===== src/rtl/poly_arb_pkg.sv =====
// Shared types and constants for the two-client polynomial evaluator arbiter.
// Imported by the round-robin selector and the arbiter top.
package poly_arb_pkg;
    localparam int NUM_CLIENTS = 2;
    localparam int CLIENT_W    = 1;

    typedef enum logic [1:0] {
        ST_IDLE   = 2'd0,
        ST_ACTIVE = 2'd1,
        ST_BUSY   = 2'd2
    } arb_state_e;

    function automatic logic [NUM_CLIENTS-1:0] client_onehot(input logic [CLIENT_W-1:0] idx);
        client_onehot = '0;
        client_onehot[idx] = 1'b1;
    endfunction
endpackage


===== src/rtl/poly_arb_rr_select.sv =====
// Combinational round-robin pick: first requesting client at or after (last+1).
// Purely combinational; the caller registers the chosen owner.
module poly_arb_rr_select
    import poly_arb_pkg::*;
(
    input  logic [NUM_CLIENTS-1:0] requests,
    input  logic [CLIENT_W-1:0]    last,
    output logic [CLIENT_W-1:0]    owner,
    output logic                   valid
);
    logic [CLIENT_W-1:0] cand;

    // Walk from lowest to highest priority so the highest-priority hit wins.
    always_comb begin
        owner = '0;
        valid = 1'b0;
        cand  = '0;
        for (int k = NUM_CLIENTS - 1; k >= 0; k--) begin
            cand = CLIENT_W'((int'(last) + 1 + k) % NUM_CLIENTS);
            if (requests[cand]) begin
                owner = cand;
                valid = 1'b1;
            end
        end
    end
endmodule


===== src/rtl/poly_eval_arbiter.sv =====
// Shares one polynomial evaluator between two clients: one instruction per grant,
// result written back to the owner, with a BUSY watchdog that flags a sticky error.
//
// Handshake: every FIFO port is empty/full + read/write-enable; a transfer happens on
// a cycle where the enable is high and the flag is clear; enables are only ever driven
// toward the current owner and are forced low while reset is high.
module poly_eval_arbiter
    import poly_arb_pkg::*;
#(
    parameter int INSTR_WIDTH = 21,
    parameter int DATA_WIDTH  = 16,
    parameter int TIMEOUT     = 1024
) (
    input  logic                       clock,
    input  logic                       reset,
    input  logic [2*INSTR_WIDTH-1:0]   instr_in,
    input  logic [1:0]                 instr_empty,
    output logic [1:0]                 instr_read,
    input  logic [2*DATA_WIDTH-1:0]    data_in,
    input  logic [1:0]                 data_empty,
    output logic [1:0]                 data_read,
    input  logic [1:0]                 res_full,
    input  logic [1:0]                 stat_full,
    output logic [1:0]                 res_write,
    output logic [INSTR_WIDTH-1:0]     ev_instruction,
    output logic                       ev_empty_instruction,
    input  logic                       ev_read_instruction,
    output logic [DATA_WIDTH-1:0]      ev_data,
    output logic                       ev_empty_data,
    input  logic                       ev_read_data,
    input  logic                       ev_write_result,
    output logic                       ev_full_result,
    output logic                       ev_full_status,
    output logic [1:0]                 grant,
    output logic [1:0]                 timeout_err,
    output logic [1:0]                 dbg_state
);
    localparam int              CNT_W   = $clog2(TIMEOUT);
    localparam logic [CNT_W-1:0] CNT_MAX = CNT_W'(TIMEOUT - 1);

    arb_state_e                state_q, state_d;
    logic [CLIENT_W-1:0]       owner_q, owner_d;
    logic [CLIENT_W-1:0]       last_q, last_d;
    logic [CNT_W-1:0]          cnt_q, cnt_d;
    logic [NUM_CLIENTS-1:0]    terr_q, terr_d;

    logic [CLIENT_W-1:0]       rr_owner;
    logic                      rr_valid;
    logic [NUM_CLIENTS-1:0]    owner_oh;
    logic                      write_ok;

    poly_arb_rr_select u_rr (
        .requests (~instr_empty),
        .last     (last_q),
        .owner    (rr_owner),
        .valid    (rr_valid)
    );

    assign owner_oh    = client_onehot(owner_q);
    // Result and status share one write enable, so both FIFOs must have room.
    assign write_ok    = ev_write_result & ~res_full[owner_q] & ~stat_full[owner_q];
    assign timeout_err = terr_q;
    assign dbg_state   = state_q;

    always_comb begin
        state_d              = state_q;
        owner_d              = owner_q;
        last_d               = last_q;
        cnt_d                = cnt_q;
        terr_d               = terr_q;
        ev_instruction       = '0;
        ev_empty_instruction = 1'b1;
        ev_data              = '0;
        ev_empty_data        = 1'b1;
        ev_full_result       = 1'b1;
        ev_full_status       = 1'b1;
        instr_read           = '0;
        data_read            = '0;
        res_write            = '0;
        grant                = '0;

        case (state_q)
            ST_IDLE: begin
                if (rr_valid) begin
                    owner_d = rr_owner;
                    state_d = ST_ACTIVE;
                end
            end
            ST_ACTIVE: begin
                grant                = owner_oh;
                ev_instruction       = instr_in[int'(owner_q)*INSTR_WIDTH +: INSTR_WIDTH];
                ev_empty_instruction = instr_empty[owner_q];
                ev_data              = data_in[int'(owner_q)*DATA_WIDTH +: DATA_WIDTH];
                ev_empty_data        = data_empty[owner_q];
                ev_full_result       = res_full[owner_q];
                ev_full_status       = stat_full[owner_q];
                instr_read           = ev_read_instruction ? owner_oh : '0;
                data_read            = ev_read_data ? owner_oh : '0;
                if (ev_read_instruction) begin
                    state_d = ST_BUSY;
                    cnt_d   = '0;
                end
            end
            ST_BUSY: begin
                grant          = owner_oh;
                ev_data        = data_in[int'(owner_q)*DATA_WIDTH +: DATA_WIDTH];
                ev_empty_data  = data_empty[owner_q];
                ev_full_result = res_full[owner_q];
                ev_full_status = stat_full[owner_q];
                data_read      = ev_read_data ? owner_oh : '0;
                // A result on the terminal-count cycle takes priority over the timeout.
                if (write_ok) begin
                    res_write = owner_oh;
                    last_d    = owner_q;
                    state_d   = ST_IDLE;
                end else if (cnt_q == CNT_MAX) begin
                    terr_d[owner_q] = 1'b1;
                    last_d          = owner_q;
                    state_d         = ST_IDLE;
                end else begin
                    cnt_d = cnt_q + CNT_W'(1);
                end
            end
            default: state_d = ST_IDLE;
        endcase

        if (reset) begin
            instr_read = '0;
            data_read  = '0;
            res_write  = '0;
        end
    end

    always_ff @(posedge clock) begin
        if (reset) begin
            state_q <= ST_IDLE;
            owner_q <= '0;
            last_q  <= CLIENT_W'(1);
            cnt_q   <= '0;
            terr_q  <= '0;
        end else begin
            state_q <= state_d;
            owner_q <= owner_d;
            last_q  <= last_d;
            cnt_q   <= cnt_d;
            terr_q  <= terr_d;
        end
    end
endmodule


===== config.mk =====
export PLATFORM = sky130hd
export DESIGN_NAME = poly_eval_arbiter
export DESIGN_NICKNAME = d
export VERILOG_FILES = /design/src/rtl/poly_arb_pkg.sv /design/src/rtl/poly_arb_rr_select.sv /design/src/rtl/poly_eval_arbiter.sv
export SDC_FILE = /design/constraint.sdc
export NUM_CORES = 1
export LEC_CHECK = 0
export ABC_CLOCK_PERIOD_IN_PS = 4300
export CORE_MARGIN = 2
export CORE_UTILIZATION = 36
export DETAILED_ROUTE_END_ITERATION = 16
export PLACE_DENSITY = 0.95
export SLEW_MARGIN = 10
export SYNTH_ARGS = -nofsm -noshare
export SYNTH_HDL_FRONTEND = slang
export SYNTH_HIERARCHICAL = 1
export SYNTH_SLANG_ARGS = --single-unit

===== constraint.sdc =====
create_clock -name clock -period 4.3 [get_ports clock]
set_clock_uncertainty 0.15 [all_clocks]
set_input_delay 0.645 -clock clock [delete_from_list [all_inputs] [get_ports clock]]
set_output_delay 0.645 -clock clock [all_outputs]
set_load 0.01 [all_outputs]

==> impl_metrics.ini <==
[global_route]
antenna_found_initial = 0
grt_pass1_vias = 1929
grt_max_degree = 42
grt_usage = 0.224
grt_overflow = 0
grt_use_met2 = 0.420
grt-busiest-layer = met2
grt_pass1_wl_mm = 9.53
met1_usage = 0.262
use_met3 = 0.0398

[clock_tree]
post-cts-setup-buffers = 0
ctsHtreeMaxLevel = 1
clk_latency_ns = 0.26
postCtsHoldBufs = 0
cts_resized = 0
clk_pin_slew_ns = 0.07
clock-sinks = 16
clk_path_buf_depth = 2
cts_inserted_buffers = 3
ctsRootBufferMaster = clkbuf_8
cts_tree = built

[floorplanning]
dieWidth_um = 73.3
fp.coreArea_um2 = 4690
die_h_um = 73.3
io_pins = 140
start_util = 0.369
die_area_um2 = 5370
placementRows = 25

[route]
num_vias = 2124
drt-total-wl_mm = 6.75
post-route-drc-count = 0
ant_nets = 0
routedWlPerCell_um = 16.6
first_pass_iters = 4
drt_iter0_markers = 97
via_per_inst = 5.23

[layout]
fillCellCount = 359
areaGrowthSynthToFinish_pct = 84.8
register_area_um2 = 322
drive_gt1_frac = 0.0256
insertedDiodeCount = 0
multiInputGateArea_um2 = 1300
fin_nets = 446
final-instance-count-excl-fill = 406

[sta]
fin_crit_ns = 3.36
final_hold_viol_count = 0
drv_slew = 0
post-route-period-util = 0.782
worstMarginPinSlew_ns = 0.776
rsz0062_at_grt = no
relSlewSlack = 0.482
finalSetupViolations = 0
tns_ns = 0
worst_hold_slack_ns = 0.345
max_freq_mhz = 297
worst_slack_ns = 0.938

[job]
cap_violations = 0

[synthesis]
seq_area_frac_synth = 0.185
synth-seq-cells = 16
synth_fp_nets = 314
synthFlopType = dfxtp_1
ys_top_cells_by_area = mux2i_1 (25%), dfxtp_1 (19%), nor2b_1 (14%)
ys_async_sr_fraction = 0
yosysWarningCount = 6
synth_cell_types = 41
syn_inst = 221
synth_area_um2 = 1730
yosys.area.top_type = mux2i_1
synth_edf_count = 0
synth_top_area_frac = 0.249
avgSynthCellArea_um2 = 7.82

[worst_setup_path]
cp_num_buf_inv = 3
required_ns = 3.50
cp_max_fo = 12
crit_family = buffers and inverters
critPathMaxStageDelay_ns = 0.58
cp_common_cell = clkdlybuf4s50_1
cp.arrival_ns = 2.57
worstPathCellList = clkdlybuf4s50_1 -> nor3b_1 -> o21ai_1 -> buf_4 -> nor3_1 -> clkdlybuf4s50_1
start_kind = input port
criticalPathCategory = in2out
worstSetupEndpointType = primary output
slowest_stage = clkdlybuf4s50_1

[placed_design]
numPortBuffers = 139
hpwl_mm = 5.46
placed_cells = 402
place_ws_ns = 0.951
gp_congestion = 0.884

[power]
p_per_area_nw_per_um2 = 363
p_leak_nw = 1.11
ir_drop_v = 0.000162

[hold_path]
hp-class = reg2reg

[status]
status = finished clean
==> cell usage after synthesis, types with 2 or more instances <==
library cell / instances
o21a_1: 4
nand4_1: 2
nand3_1: 8
inv_1: 11
nor2_1: 7
nor2b_1: 40
nand2_1: 18
ha_1: 6
o211ai_1: 5
o31ai_1: 2
dfxtp_1: 16
buf_1: 4
clkbuf_1: 6
nand2b_1: 3
and3_1: 3
buf_2: 3
mux2i_1: 43
a41oi_1: 5
o21ai_0: 4
a31oi_1: 3
a21oi_1: 2
nor3_1: 7
==> cell families after synthesis <==
family | count (synthesis) | synth area share
buffers and inverters | 26 | 0.0629
adder cells (fa/ha/maj) | 6 | 0.0434
multiplexers | 43 | 0.249
flip-flops | 16 | 0.185
AND/OR/NAND/NOR | 96 | 0.312
AO/OA/AOI/OAI | 34 | 0.148
==> where the power goes <==
part / leakage, nW / total [W] / switching (W) / internal [W]
combinational: 0.950 / 0.000839 / 0.000362 / 0.000477
sequential: 0.130 / 0.000182 / 0.0000200 / 0.000162
clock: 0.0288 / 0.000139 / 0.0000572 / 0.0000815
==> per-stage QoR <==
| stage | power (W) | instance area, um2 | utilization |
|---|---|---|---|
| global route | 0.00122 | 3200 | 0.681 |
| global placement | 0.00101 | 3140 | 0.669 |
| CTS | 0.00116 | 3200 | 0.681 |
| finish | 0.00116 | 3200 | 0.681 |
| detailed placement | 0.00102 | 3140 | 0.669 |
| floorplan | 0.000589 | 1730 | - |
==> worst paths after layout <==
check	start	endpoint	slack, ns	cells after the start
setup / recovery	res_full[1]	res_write[0]	0.94	6
hold / removal	cnt_q[7]$_SDFFE_PP0P_	cnt_q[7]$_SDFFE_PP0P_	0.34	1
setup reg to reg	dbg_state[1]$_SDFFE_PP0P_	cnt_q[8]$_SDFFE_PP0P_	1.83	6
hold reg to reg	cnt_q[7]$_SDFFE_PP0P_	cnt_q[7]$_SDFFE_PP0P_	0.34	1
==> metal layers <==
metal / share of wire / wire length [um]
met5: 0 / 0
met3: 0.076 / 514
met4: 0.013 / 89
met1: 0.39 / 2640
met2: 0.52 / 3510
==> sequential cells by signal, indices dropped and copies added, names as in the netlist <==
name / cells
cnt_q: 10
dbg_state: 2
timeout_err: 2
last_q: 1
owner_q: 1
==> final cells by class <==
class / instances / area share
sequential: 16 / 0.101
multi-input combinational: 179 / 0.407
timing repair buffer: 141 / 0.440
tap: 54 / 0.0211
inverter: 12 / 0.0141
clock buffer: 4 / 0.0172
==> cells in the final DEF (no fill, tap or decap), types with 5 or more instances in the layout <==
cell             instances
nand3_1                  8
mux2i_1                 43
nand2_1                 18
dfxtp_1                 15
nor3_1                   7
nor2_1                   7
nor2b_1                 40
clkdlybuf4s50_1        139
ha_1                     6
o211ai_1                 5
a41oi_1                  5
inv_1                   11
Note: power is estimated with default switching activity, not from simulation.
==> RTL edit 1 (same flow settings) <==
Make the reset (`reset`) asynchronous in one clocked block.
--- a/src/rtl/poly_eval_arbiter.sv
+++ b/src/rtl/poly_eval_arbiter.sv
@@ -131,7 +131,7 @@
         end
     end
 
-    always_ff @(posedge clock) begin
+    always_ff @(posedge clock or posedge reset) begin
         if (reset) begin
             state_q <= ST_IDLE;
             owner_q <= '0;
Behaviour: differs if reset is asserted again (counterexample within 4 cycles, from zero or initial values and one cycle with reset high); with reset held inactive, the same outputs for 10 cycles.
==> RTL edit 1 against the unedited design <==
Global-route usage shrank 0.84 points. Final cell count shrank 0.74%. Total power grew 45%. Sequential power grew 42%. Sequential cell count is the same. Largest cell class unchanged. Synthesized cell count shrank 8.1%. Clock power shrank 3%. Setup slack lost 0.024 ns. Design area grew 1.7%. Synthesized area grew 1.4%. Sequential share of layout area grew 2.3 points. Wire length shrank 5.4%.
==> RTL edit 1: results (changes against the unedited design) <==
----------------------------------------------------
[Setup path]
  Worst EP arrival ... 2.59 ns (+0.02 ns)
  Maximum fanout along the worst path ... 4 (-8)
  Largest stage delay on the critical path ... 0.56 ns (-0.02 ns)
  Slowest cell on the critical path ... sky130_fd_sc_hd__clkdlybuf4s50_1

[Drt]
  WL per Instance ... 15.85 um (-4.7%)
  DRT Pass-1 Iters ... 4 (unchanged)
  Vias/cell ... 4.901 (-6.3%)
  DRT iter0 DRCs ... 62 (-36%)

[Cells and area]
  Number of diodes added for antenna fixing ... 0 (unchanged)
  Number of fill cells in the layout ... 357 (-0.56%)
  Non-filler cells in the finished layout ... 403 (-0.74%)
  Share of layout cells above drive strength 1 ... 5.060% (+2.5 points)
  Largest Register ... cnt_q
  Max FFs per register ... 10 (unchanged)
  Net count of the finished layout ... 430 (-3.6%)

[Logic synthesis]
  Biggest area contributors in the synthesized netlist ... sky130_fd_sc_hd__mux2i_1 23%, sky130_fd_sc_hd__dfrtp_1 21%, sky130_fd_sc_hd__nor2b_1 14%, sky130_fd_sc_hd__ha_1 4.3%, sky130_fd_sc_hd__nand2_1 3.6%
  Net Count, Synth ... 296 (-5.7%)
  Fraction of registers with async set/reset ... 100.0% (+100 points)
  Avg Synthesized Cell Area ... 8.641 sq um (+10%)
  Yosys warning count ... 6 (unchanged)
  Dominant synthesized flop cell ... sky130_fd_sc_hd__dfrtp_1
  Cell types with the highest counts after synthesis ... 41 x sky130_fd_sc_hd__mux2i_1, 38 x sky130_fd_sc_hd__nor2b_1, 17 x sky130_fd_sc_hd__nand2_1
  Count of cell types in the netlist ... 39 (-4.9%)
  Seq/Total Area, Yosys ... 22.90% (+4.4 points)

[CTS]
  Number of H-tree branching levels ... 1 (unchanged)
  Total of cells resized after clock tree synthesis ... 0 (unchanged)
  # Post-CTS Setup Buffers ... 0 (unchanged)
  Worst skew pair latency ... 0.25 ns
  Maximum clock insertion buffer count ... 2 (unchanged)
  Root buffer cell ... sky130_fd_sc_hd__clkbuf_8
  Clock transition at the registers of the reported paths ... 0.07 ns (about the same)
  Number of clock buffers inserted by TritonCTS ... 3 (unchanged)

[Outcome]
  Run status ... finished, final reports clean

[GRT]
  Overall Global Routing Usage ... 21.57% (-0.84 points)
  Number of antenna violations at the first check in global routing ... 0 (unchanged)
  Number of global-route vias before repair ... 1809 (-6.2%)
  Wire length of the first global-routing pass ... 9121 um (-4.3%)
  Largest net degree at the start of global routing ... 36 (-14%)

[Power]
  Static power due to leakage ... 0.001359 uW (+23%)
  Worst vdd rail ir drop ... 311.7 uV (+93%)

[STA]
  Slew headroom ... 48.56% (+0.33 points)

[Place]
  Instance area after placement ... 3194 sq um (+1.7%)
  Count of port buffers added during placement ... 139 (unchanged)
  Global placement routability congestion ... 0.7632 (-14%)
  Post-detail-place hpwl ... 5197 um (-4.8%)

[Hold path]
  Class of the most critical hold timing path ... flop to flop

----------------------------------------------------
==> RTL edit 1: cell types whose count changed after synthesis, moves of 5 or more <==
cell,before,now
sky130_fd_sc_hd__o22a_1,0,7
sky130_fd_sc_hd__dfrtp_1,0,15
sky130_fd_sc_hd__dfxtp_1,16,0
sky130_fd_sc_hd__nor2_1,7,1
sky130_fd_sc_hd__a41oi_1,5,0
==> RTL edit 1: critical path, delay by kind of cell <==
family                 cells  cell delay (ns)
buffers and inverters      2             1.03
AND/OR/NAND/NOR            3             0.91
==> RTL edit 1: area by class of cell <==
class,instances,area [sq um],area share (%)
inverters,11,41.29,1.271
repair buffers,141,1406,43.28
clock buffers,4,55.05,1.694
multi-input cells,164,1260,38.78
well taps,67,83.83,2.580
flip-flops and latches,16,402.9,12.40
==> RTL edit 1: metrics by stage <==
step                      worst slack, ns  total power [uW]  hold WS (ns)
after floorplan                     1.998             944.9        0.3459
after global placement             0.9638              1528        0.3057
after detailed placement           0.9520              1555        0.3057
after CTS                          0.9380              1693        0.3217
after global routing               0.8317              1789        0.3515
final                              0.9142              1685        0.3178
==> RTL edit 1: path summary, 6_finish.rpt <==
kind,startpoint,endpoint,slack [ns],depth (start not counted)
setup / recovery,ev_write_result,res_write[1],0.91,5
hold / removal,timeout_err[0]$_DFFE_PP0P_,timeout_err[0]$_DFFE_PP0P_,0.32,2
setup reg to reg,dbg_state[0]$_DFFE_PP0P_,dbg_state[1]$_DFFE_PP0P_,1.51,6
hold reg to reg,timeout_err[0]$_DFFE_PP0P_,timeout_err[0]$_DFFE_PP0P_,0.32,2
max in group asynchronous,reset,owner_q$_DFFE_PP0P_,2.96,3
min in group asynchronous,reset,cnt_q[8]$_DFFE_PP0P_,0.57,2
==> RTL edit 1: metal layers <==
layer	track usage [%]	share of wire, %	vias to the layer above
li1	-	-	987
met3	3.567	6.6	11
met4	5.051	1.7	0
met2	41.47	54	74
met5	0	0	-
met1	24.38	38	903
==> RTL edit 1: cells by family after synthesis <==
group	Yosys count	share of synthesized area, %
buffers and inverters	23	5.278
flip-flops	16	22.90
adder cells (fa/ha/maj)	6	4.279
multiplexers	45	25.96
AO/OA/AOI/OAI	24	11.48
AND/OR/NAND/NOR	89	30.10
==> RTL edit 1: where the power goes <==
group	total (uW)	internal [uW]	switching, uW
logic	1290	729	561
clock network	135	81.3	54.1
registers	259	186	72.9
total	1680	996	688
==> RTL edit 2 (same settings) <==
Made on the original files. Set the parameter `TIMEOUT` to 512 (it was 1024).
--- a/src/rtl/poly_eval_arbiter.sv
+++ b/src/rtl/poly_eval_arbiter.sv
@@ -9,7 +9,7 @@
 #(
     parameter int INSTR_WIDTH = 21,
     parameter int DATA_WIDTH  = 16,
-    parameter int TIMEOUT     = 1024
+    parameter int TIMEOUT     = 512
 ) (
     input  logic                       clock,
     input  logic                       reset,
Formal check against the unedited RTL: no difference found for any inputs over 10 cycles, from zero or initial values and one cycle with reset high; that may be too few to reach the edited logic, so the function may still have changed.
==> RTL edit 2 against the unedited design <==
Global-route usage is essentially flat. Critical path depth shrank 1. Design area shrank 0.12%. Setup slack gained 0.091 ns. Non-clock buffer count grew 1. Total power shrank 3.0%. Sequential cell count shrank 1. Synthesized area grew 0.22%. Final cell count shrank 0.49%. Synthesized cell count shrank 1.4%. Count of clock-buffer cells in the layout shrank 1. Combinational power shrank 0.6%. Core utilization shrank 0.080 points. Wire length shrank 1.4%. Largest cell class unchanged.
==> RTL edit 2: results (changes against the unedited design) <==
----------------------------------------------------
[Outcome]
  Run status ... finished, final reports clean

[CTS]
  Number of H-tree branching levels ... 1 (unchanged)
  Worst skew pair latency ... 0.26 ns (about the same)
  Root buffer cell ... sky130_fd_sc_hd__clkbuf_8

[Logic synthesis]
  Cells after Synth ... 218 (-1.4%)
  Seq/Total Area, Yosys ... 17.33% (-1.2 points)
  Count of cell types in the netlist ... 43 (+4.9%)
  Proportion of netlist area held by the largest area contributor ... 24.84% (-0.054 points)
  Biggest area contributors in the synthesized netlist ... sky130_fd_sc_hd__mux2i_1 25%, sky130_fd_sc_hd__dfxtp_1 17%, sky130_fd_sc_hd__nor2b_1 14%, sky130_fd_sc_hd__ha_1 5.1%, sky130_fd_sc_hd__nand2_1 4.8%
  Net Count, Synth ... 312 (-0.64%)

[Drt]
  Vias/cell ... 5.213 (-0.36%)
  WL per Instance ... 16.48 um (-0.93%)
  Top layer used by detailed routing ... met4
  DRT iter0 DRCs ... 51 (-47%)
  Detail Route met3 WL ... 542 um (+5.4%)
  Total length of routed met2 wires ... 3330 um (-5.1%)

[STA]
  Post-route worst hold slack ... 0.3438 ns (-0.001093 ns)
  Maximum operating frequency ... 305.7 MHz (+2.8%)
  Slew headroom ... 42.78% (-5.5 points)

[Place]
  Global placement routability congestion ... 0.9060 (+2.5%)
  Post-detail-place hpwl ... 5401 um (-1.0%)
  Worst slack at placement ... 1.055 ns (+0.1041 ns)
  Instance area after placement ... 3146 sq um (+0.16%)

[GRT]
  M2 GR Usage ... 39.84% (-2.2 points)
  Met1 Resource Use GR ... 27.97% (+1.8 points)
  Largest net degree at the start of global routing ... 27 (-36%)
  Overall Global Routing Usage ... 22.46% (+0.044 points)
  Wire length of the first global-routing pass ... 9453 um (-0.79%)
  Global-route track usage on met3 ... 4.115% (+0.14 points)

[Power]
  Static power due to leakage ... 0.001106 uW (-0.22%)
  Worst vdd rail ir drop ... 366.4 uV (+130%)

[Cells and area]
  Max FFs per register ... 9 (-1)
  Share of layout cells above drive strength 1 ... 4.857% (+2.3 points)
  Net count of the finished layout ... 445 (-0.22%)
  Number of fill cells in the layout ... 374 (+4.2%)

[Setup path]
  Register-to-Register Setup Slack ... 1.60 ns (-0.23 ns)
  Setup crit end kind ... output pin
  Beginning of the critical path ... res_full[0]
  Maximum fanout along the worst path ... 4 (-8)

[Hold path]
  Number of cells on the worst hold path ... 2 (+1)
  Hold path endpoint ... timeout_err[0]$_SDFFE_PP0P_

----------------------------------------------------
RTL edit 2: final cells by class:
type	instances	share of cell area (%)
sequential	15	9.447
clock buffer	3	1.294
inverter	9	1.058
tap	54	2.117
multi-input combinational	180	41.63
clock inverter	1	0.1568
timing repair buffer	142	44.30
RTL edit 2: cells by family after synthesis:
| logic type | Yosys count | share of synthesized area [%] |
|---|---|---|
| buffers and inverters | 23 | 5.993 |
| muxes | 44 | 25.49 |
| and+or+nand+nor | 101 | 34.37 |
| AOI/OAI and AO/OA | 28 | 11.77 |
| DFF | 15 | 17.33 |
| adders and majority gates | 7 | 5.054 |
RTL edit 2: where the power goes:
group	total (uW)	leakage (uW)	internal, uW	switching (uW)
registers	170	0.000122	149	21.2
clock network	120	0.0000255	64.4	55.3
logic	834	0.000959	475	359
total	1120	0.00111	688	436
